==> src/rtl/io_ring_pwr_seq_if.sv <==
// Control/status bundle between the IO-ring power sequencer and its environment.
// master drives the supply-good, request and config inputs; slave is the sequencer.
interface io_ring_pwr_seq_if #(
   parameter int CNT_W = 8
);
   logic             vddio_ok_i;
   logic             vdd_ok_i;
   logic             force_off_i;
   logic [CNT_W-1:0] cfg_dly_i;
   logic             err_clr_i;
   logic             pad_ret_o;
   logic             pad_ie_o;
   logic             pad_oe_en_o;
   logic [2:0]       seq_state_o;
   logic             seq_done_o;
   logic             seq_err_o;

   modport master (
      output vddio_ok_i, vdd_ok_i, force_off_i, cfg_dly_i, err_clr_i,
      input  pad_ret_o, pad_ie_o, pad_oe_en_o, seq_state_o, seq_done_o, seq_err_o
   );

   modport slave (
      input  vddio_ok_i, vdd_ok_i, force_off_i, cfg_dly_i, err_clr_i,
      output pad_ret_o, pad_ie_o, pad_oe_en_o, seq_state_o, seq_done_o, seq_err_o
   );
endinterface

==> src/rtl/io_ring_pwr_seq.sv <==
// Always-on sequencer for the EG1D80V IO ring safe-state controls (retention,
// input enable, output enable): ordered power-up/down with per-step delays.
module io_ring_pwr_seq #(
   parameter int CNT_W       = 8,
   parameter int SYNC_STAGES = 2
) (
   input  logic             clk,
   input  logic             rst_n,
   io_ring_pwr_seq_if.slave bus
);

   typedef enum logic [2:0] {
      OFF    = 3'd0,
      UP_RET = 3'd1,
      UP_IE  = 3'd2,
      UP_OE  = 3'd3,
      ON     = 3'd4,
      DN_OE  = 3'd5,
      DN_IE  = 3'd6,
      DN_RET = 3'd7
   } state_e;

   localparam logic [CNT_W-1:0] CNT_ZERO = {CNT_W{1'b0}};
   localparam logic [CNT_W-1:0] CNT_ONE  = {{(CNT_W-1){1'b0}}, 1'b1};

   logic [SYNC_STAGES-1:0] vddio_sync_r;
   logic [SYNC_STAGES-1:0] vdd_sync_r;
   logic                   vddio_s;
   logic                   vdd_s;
   logic                   pwr_ok_s;
   logic                   abort_s;
   logic                   cnt_zero_s;

   state_e           state_r;
   logic [CNT_W-1:0] cnt_r;
   logic             ret_r;
   logic             ie_r;
   logic             oe_r;
   logic             done_r;
   logic             err_r;

   // Supply-good synchronizers; both are asynchronous to clk.
   always_ff @(posedge clk or negedge rst_n) begin
      if (!rst_n) begin
         vddio_sync_r <= {SYNC_STAGES{1'b0}};
         vdd_sync_r   <= {SYNC_STAGES{1'b0}};
      end else begin
         vddio_sync_r <= {vddio_sync_r[SYNC_STAGES-2:0], bus.vddio_ok_i};
         vdd_sync_r   <= {vdd_sync_r[SYNC_STAGES-2:0], bus.vdd_ok_i};
      end
   end

   assign vddio_s    = vddio_sync_r[SYNC_STAGES-1];
   assign vdd_s      = vdd_sync_r[SYNC_STAGES-1];
   assign pwr_ok_s   = vddio_s & vdd_s;
   assign abort_s    = ~vdd_s | bus.force_off_i;
   assign cnt_zero_s = (cnt_r == CNT_ZERO);

   // Sequencer FSM; VDDIO loss outranks everything, then aborts, then step completion.
   always_ff @(posedge clk or negedge rst_n) begin
      if (!rst_n) begin
         state_r <= OFF;
         cnt_r   <= CNT_ZERO;
         ret_r   <= 1'b1;
         ie_r    <= 1'b0;
         oe_r    <= 1'b0;
         done_r  <= 1'b0;
         err_r   <= 1'b0;
      end else if (!vddio_s && (state_r != OFF)) begin
         state_r <= OFF;
         cnt_r   <= CNT_ZERO;
         ret_r   <= 1'b1;
         ie_r    <= 1'b0;
         oe_r    <= 1'b0;
         done_r  <= 1'b0;
         err_r   <= 1'b1;
      end else begin
         if (bus.err_clr_i) begin
            err_r <= 1'b0;
         end
         case (state_r)
            OFF: begin
               if (pwr_ok_s && !bus.force_off_i) begin
                  state_r <= UP_RET;
                  cnt_r   <= bus.cfg_dly_i;
               end
            end
            UP_RET, UP_IE, UP_OE, ON: begin
               // Output enable drops on the same edge the down path is entered.
               if (abort_s) begin
                  state_r <= DN_OE;
                  cnt_r   <= bus.cfg_dly_i;
                  oe_r    <= 1'b0;
                  done_r  <= 1'b0;
               end else if (state_r == ON) begin
                  done_r <= 1'b1;
               end else if (!cnt_zero_s) begin
                  cnt_r <= cnt_r - CNT_ONE;
               end else begin
                  cnt_r <= bus.cfg_dly_i;
                  case (state_r)
                     UP_RET: begin
                        ret_r   <= 1'b0;
                        state_r <= UP_IE;
                     end
                     UP_IE: begin
                        ie_r    <= 1'b1;
                        state_r <= UP_OE;
                     end
                     default: begin
                        oe_r    <= 1'b1;
                        done_r  <= 1'b1;
                        state_r <= ON;
                     end
                  endcase
               end
            end
            DN_OE, DN_IE, DN_RET: begin
               if (!cnt_zero_s) begin
                  cnt_r <= cnt_r - CNT_ONE;
               end else begin
                  cnt_r <= bus.cfg_dly_i;
                  case (state_r)
                     DN_OE: begin
                        state_r <= DN_IE;
                     end
                     DN_IE: begin
                        ie_r    <= 1'b0;
                        state_r <= DN_RET;
                     end
                     default: begin
                        ret_r   <= 1'b1;
                        state_r <= OFF;
                     end
                  endcase
               end
            end
            default: begin
               state_r <= OFF;
               ret_r   <= 1'b1;
               ie_r    <= 1'b0;
               oe_r    <= 1'b0;
               done_r  <= 1'b0;
            end
         endcase
      end
   end

   assign bus.pad_ret_o   = ret_r;
   assign bus.pad_ie_o    = ie_r;
   assign bus.pad_oe_en_o = oe_r;
   assign bus.seq_state_o = state_r;
   assign bus.seq_done_o  = done_r;
   assign bus.seq_err_o   = err_r;

endmodule
==> src/flat_wrapper.sv <==
// flat-port wrapper written by rule: the top's interface ports become plain ports
module io_ring_pwr_seq_flat 
#(
   parameter int CNT_W       = 8,
   parameter int SYNC_STAGES = 2
)
  (clk, rst_n, bus_vddio_ok_i, bus_vdd_ok_i, bus_force_off_i, bus_cfg_dly_i, bus_err_clr_i, bus_pad_ret_o, bus_pad_ie_o, bus_pad_oe_en_o, bus_seq_state_o, bus_seq_done_o, bus_seq_err_o);
  io_ring_pwr_seq_if #(.CNT_W(CNT_W)) bus_i ();
  input  logic clk;
  input  logic rst_n;
  input wire logic [$bits(bus_i.vddio_ok_i)-1:0] bus_vddio_ok_i;
  input wire logic [$bits(bus_i.vdd_ok_i)-1:0] bus_vdd_ok_i;
  input wire logic [$bits(bus_i.force_off_i)-1:0] bus_force_off_i;
  input wire logic [$bits(bus_i.cfg_dly_i)-1:0] bus_cfg_dly_i;
  input wire logic [$bits(bus_i.err_clr_i)-1:0] bus_err_clr_i;
  output wire logic [$bits(bus_i.pad_ret_o)-1:0] bus_pad_ret_o;
  output wire logic [$bits(bus_i.pad_ie_o)-1:0] bus_pad_ie_o;
  output wire logic [$bits(bus_i.pad_oe_en_o)-1:0] bus_pad_oe_en_o;
  output wire logic [$bits(bus_i.seq_state_o)-1:0] bus_seq_state_o;
  output wire logic [$bits(bus_i.seq_done_o)-1:0] bus_seq_done_o;
  output wire logic [$bits(bus_i.seq_err_o)-1:0] bus_seq_err_o;
  assign bus_i.vddio_ok_i = bus_vddio_ok_i;
  assign bus_i.vdd_ok_i = bus_vdd_ok_i;
  assign bus_i.force_off_i = bus_force_off_i;
  assign bus_i.cfg_dly_i = bus_cfg_dly_i;
  assign bus_i.err_clr_i = bus_err_clr_i;
  assign bus_pad_ret_o = bus_i.pad_ret_o;
  assign bus_pad_ie_o = bus_i.pad_ie_o;
  assign bus_pad_oe_en_o = bus_i.pad_oe_en_o;
  assign bus_seq_state_o = bus_i.seq_state_o;
  assign bus_seq_done_o = bus_i.seq_done_o;
  assign bus_seq_err_o = bus_i.seq_err_o;
  io_ring_pwr_seq #(.CNT_W(CNT_W), .SYNC_STAGES(SYNC_STAGES)) u_core (.clk(clk), .rst_n(rst_n), .bus(bus_i));
endmodule
==> config.mk <==
export PLATFORM = sky130hd
export DESIGN_NAME = io_ring_pwr_seq_flat
export DESIGN_NICKNAME = d
export VERILOG_FILES = /design/src/rtl/io_ring_pwr_seq_if.sv /design/src/rtl/io_ring_pwr_seq.sv /design/src/flat_wrapper.sv
export SDC_FILE = /design/constraint.sdc
export NUM_CORES = 1
export LEC_CHECK = 0
export CELL_PAD_IN_SITES_DETAIL_PLACEMENT = 1
export CELL_PAD_IN_SITES_GLOBAL_PLACEMENT = 1
export CORE_ASPECT_RATIO = 0.8
export CORE_MARGIN = 1
export CORE_UTILIZATION = 35
export CTS_BUF_LIST = sky130_fd_sc_hd__clkbuf_16
export DETAILED_ROUTE_END_ITERATION = 6
export PLACE_DENSITY = 0.78
export SKIP_LAST_GASP = 1
export SYNTH_ARGS = -nofsm -noshare
export SYNTH_HDL_FRONTEND = slang
export SYNTH_SLANG_ARGS = --single-unit
export TNS_END_PERCENT = 1
==> constraint.sdc <==
create_clock -name clk -period 1.94 [get_ports clk]
set_input_delay 0.388 -clock clk [delete_from_list [all_inputs] [get_ports clk]]
set_output_delay 0.388 -clock clk [all_outputs]
set_load 0.1 [all_outputs]
==> PnR_summary.wiki <==
{| class="wikitable"
! Metric !! Value
|-
| I/O pin total || 22
|-
| Routed vias/inst || 5.58
|-
| Number of global-route vias before repair || 1229
|-
| HP Start || u_core.vddio_sync_r[0]
|-
| Final antenna diode count || 0
|-
| Starting density of the core || 37.7%
|-
| End-of-flow core utilization || 54.9%
|-
| Violations in the final reports || setup timing
|-
| RR Startpoint || u_core.cnt_r[0]
|-
| Path category of the worst min-delay check || reg -> reg
|-
| Post-Syn Nets || 146
|-
| Area Overhead vs Synth || 45.6%
|-
| Pleak || 0.759 nW
|-
| Number of sinks on the clock net || 20
|-
| Share of layout cells above drive strength 1 || 27.2%
|-
| Finished Cell Area || 1730 um2
|-
| Largest net degree at the start of global routing || 21
|-
| Sequential fraction of the synthesis area || 42.2%
|-
| WP data arrival || 2.11 ns
|-
| Final worst clock skew || 0.00141 ns
|-
| Gate count of the mapped netlist || 130
|-
| Synthesized cell area || 1190 um2
|-
| Fraction of synthesized cell area taken by the top area cell type || 40.0%
|-
| Placer's final routability congestion estimate || 0.855
|-
| Cell at the root of the clock tree || sky130_fd_sc_hd__clkbuf_16
|-
| Setup Crit Path Kind || reg -> reg
|-
| Routed wirelength normalized by instance count || 17.3 um
|-
| Number of optimization iterations in the first detailed-route pass || 4
|-
| TritonCTS clock tree || yes
|-
| Period Utilization, post-route || 100%
|-
| Capturing point of the worst reg2reg path || u_core.cnt_r[0]
|-
| Sum Neg Setup Slack || -0.000139 ns
|-
| Fmax || 515 MHz
|-
| Critical-path maximum fanout || 4
|-
| Setup slack of the worst register-to-register path || -0.0001 ns
|-
| Critical Path End Type || register
|-
| Synth unique cells || 42
|-
| P_sw || 0.000844 W
|-
| Cell-internal power || 0.00123 W
|-
| Clock buffer count from CTS || 3
|-
| Sequential power share || 31.6%
|-
| Fraction of power consumed by combinational cells || 47.9%
|-
| Non-filler instance count after layout || 213
|-
| Share of synthesized registers carrying an async set or reset || 100%
|-
| GRT Util Overall || 22.9%
|-
| Standard cell area after detailed placement || 1590 um2
|-
| Leading post-synthesis cells by cell area || sky130_fd_sc_hd__dfrtp_1 (40%), sky130_fd_sc_hd__mux2i_1 (5.9%), sky130_fd_sc_hd__o21ai_0 (5.1%), sky130_fd_sc_hd__a21oi_1 (4.2%), sky130_fd_sc_hd__nor2_1 (3.8%)
|-
| Clock-pin transition on the worst setup and hold timing paths || 0.05 ns
|-
| Clock latency on the worst-skew pair || 0.25 ns
|-
| Buffer depth of the longest clock path || 2
|-
| Number of antenna violations at the first check in global routing || 0
|-
| Run status || finished with violations
|-
| Synth warnings || 0
|-
| Maxcap violations || 0
|-
| CORE AREA || 3150 um2
|-
| Most frequent cells after synthesis || sky130_fd_sc_hd__dfrtp_1 (19), sky130_fd_sc_hd__nor2_1 (12), sky130_fd_sc_hd__o21ai_0 (12)
|-
| Critical path endpoint || u_core.cnt_r[0]
|-
| Number of slew-limit violations in the final report || 0
|-
| Leading cell type by number of instances after synthesis || sky130_fd_sc_hd__dfrtp_1
|-
| Power Dens Cells || 1200 nW/um2
|-
| Worst reg-to-reg path cell count || 7
|-
| Critical path data required time || 2.11 ns
|-
| Buffers added on ports || 21
|-
| Post-synthesis register bit count || 20
|-
| Die boundary height || 54.1 um
|-
| Clock share of power || 20.4%
|-
| Cell accounting for the most synthesized area || sky130_fd_sc_hd__dfrtp_1
|-
| Mean instance size in the synthesized netlist || 9.14 um2
|-
| Overall routed net length || 3680 um
|-
| Global-route wire length before repair || 5930 um
|-
| Time the worst path needs with I/O delays and setup || 1.94 ns
|-
| DRC Markers || 0
|-
| Worst setup slack after layout || -0.000139 ns
|-
| Max VDD drop || 584 uV
|-
| Final setup violation count || 1
|-
| H-Tree Level Count || 1
|-
| Violation count after the first detailed-route iteration || 42
|-
| Unrepaired setup endpoints after global routing || yes
|-
| Core Rows || 18
|-
| Launch point of the worst path || u_core.cnt_r[0]
|-
| Switching portion of total power || 40.7%
|-
| Pin slew with the least headroom to its limit || 0.379 ns
|-
| Count of flip-flops with a built-in enable after synthesis || 0
|-
| Category of the worst setup path launch point || register
|-
| Die W || 67.2 um
|-
| Predominant post-synthesis flop cell || sky130_fd_sc_hd__dfrtp_1
|-
| GRT Residual Overflow || 0
|-
| Overall die area || 3630 um2
|-
| Number of hold violations in the final report || 0
|-
| Total number of vias || 1188
|-
| Worst slew margin || 74.5%
|-
| Final HPWL from detailed placement || 2650 um
|-
| Antenna violation net count after detailed routing || 0
|-
| Placed cell count || 203
|-
| NumNets Final || 190
|-
| Cts-stage hold buffer count || 0
|}
-- critical path, cell delays in order (launching register included) --
cell and delay, ns:
sky130_fd_sc_hd__dfrtp_1 0.39, sky130_fd_sc_hd__inv_2 0.06, sky130_fd_sc_hd__ha_2 0.18, sky130_fd_sc_hd__nor2b_4 0.13
sky130_fd_sc_hd__and3b_4 0.21, sky130_fd_sc_hd__or3_4 0.39, sky130_fd_sc_hd__or4_4 0.42, sky130_fd_sc_hd__o211ai_2 0.08
-- routing by layer --
| metal | up-vias | routed length [um] | track usage, % |
|---|---|---|---|
| met5 | - | 0 | 0 |
| met2 | 29 | 1890 | 42.2 |
| met3 | 6 | 161 | 5.51 |
| li1 | 555 | - | - |
| met1 | 598 | 1580 | 27.6 |
| met4 | 0 | 50 | 3.19 |
-- worst min-delay path by stage --
stage                             end  cells after the start  slack [ns]
6_report       u_core.vddio_sync_r[1]                      0        0.36
5_1_grt        u_core.vddio_sync_r[1]                      0        0.38
4_1_cts        u_core.vddio_sync_r[1]                      0        0.36
3_5_place_dp     u_core.vdd_sync_r[1]                      0        0.34
3_3_place_gp   u_core.vddio_sync_r[1]                      0        0.34
2_1_floorplan     u_core.bus.pad_ie_o                      0        0.09
-- kinds of logic (layout without fill, tap and decap cells) --
kind of cell,Yosys count,in the layout,synth area share [%]
xor gates and xnor gates,5,5,3.68
DFF,20,20,42.2
muxes,7,7,5.89
and+or+nand+nor,46,46,21.9
adders and majority gates,2,2,2.10
AOI/OAI and AO/OA,38,38,20.0
buffers and inverters,12,55,4.21
-- through the flow --
| stage | setup slack (ns) | hold slack [ns] | power (W) |
|---|---|---|---|
| final | -0.000139 | 0.356 | 0.00207 |
| after floorplan | 0.0210 | 0.0924 | 0.00122 |
| after CTS | 0.00473 | 0.357 | 0.00199 |
| after global placement | -0.126 | 0.337 | 0.00148 |
| after global routing | -0.0338 | 0.378 | 0.00219 |
| after detailed placement | -0.203 | 0.342 | 0.00153 |
-- state kept, by name (all words and copies together) (netlist names) --
register	count
u_core.bus.seq_done_o	1
u_core.bus.pad_oe_en_o	1
u_core.bus.pad_ie_o	1
u_core.vddio_sync_r	2
u_core.bus.seq_err_o	1
u_core.bus.pad_ret_o	1
u_core.cnt_r	8
u_core.bus.seq_state_o	3
u_core.vdd_sync_r	2
-- timing repair --
item | 4_1_cts | 5_1_grt
endpoints found under the setup margin | 1 | 9
pin swaps | 0 | 1
cloned | 0 | 0
buffers inserted | 2 | 4
resized for setup | 0 | 8
-- power by group through the flow --
| stage | Sequential, W | Combinational (W) | Clock [W] |
|---|---|---|---|
| 2_1_floorplan | 0.000802 | 0.000418 | 0 |
| 3_3_place_gp | 0.000640 | 0.000843 | 0 |
| 3_5_place_dp | 0.000651 | 0.000880 | 0 |
| 4_1_cts | 0.000644 | 0.000910 | 0.000431 |
| 5_1_grt | 0.000666 | 0.00108 | 0.000448 |
| 6_report | 0.000655 | 0.000994 | 0.000424 |
-- cell usage in the layout, fill, tap and decap left out, types with 4 or more instances in the layout --
master and instances:
sky130_fd_sc_hd__buf_4 25, sky130_fd_sc_hd__dfrtp_1 16, sky130_fd_sc_hd__clkdlybuf4s50_1 13, sky130_fd_sc_hd__nor2_1 12, sky130_fd_sc_hd__a21oi_1 10, sky130_fd_sc_hd__nand2_1 9
sky130_fd_sc_hd__o21ai_0 9, sky130_fd_sc_hd__mux2i_1 7, sky130_fd_sc_hd__inv_1 6, sky130_fd_sc_hd__xnor2_1 4, sky130_fd_sc_hd__o21ai_1 4, sky130_fd_sc_hd__o2bb2ai_1 4
sky130_fd_sc_hd__buf_12 4
-- cell type report --
cell class	count	area (um2)
fill	361	1420
multi-input combinational	98	649
sequential	20	513
timing repair buffer	43	409
clock buffer	3	75.1
tap	40	50.0
inverter	8	30.0
clock inverter	1	3.75
Note: power is estimated with default switching activity, not from simulation.
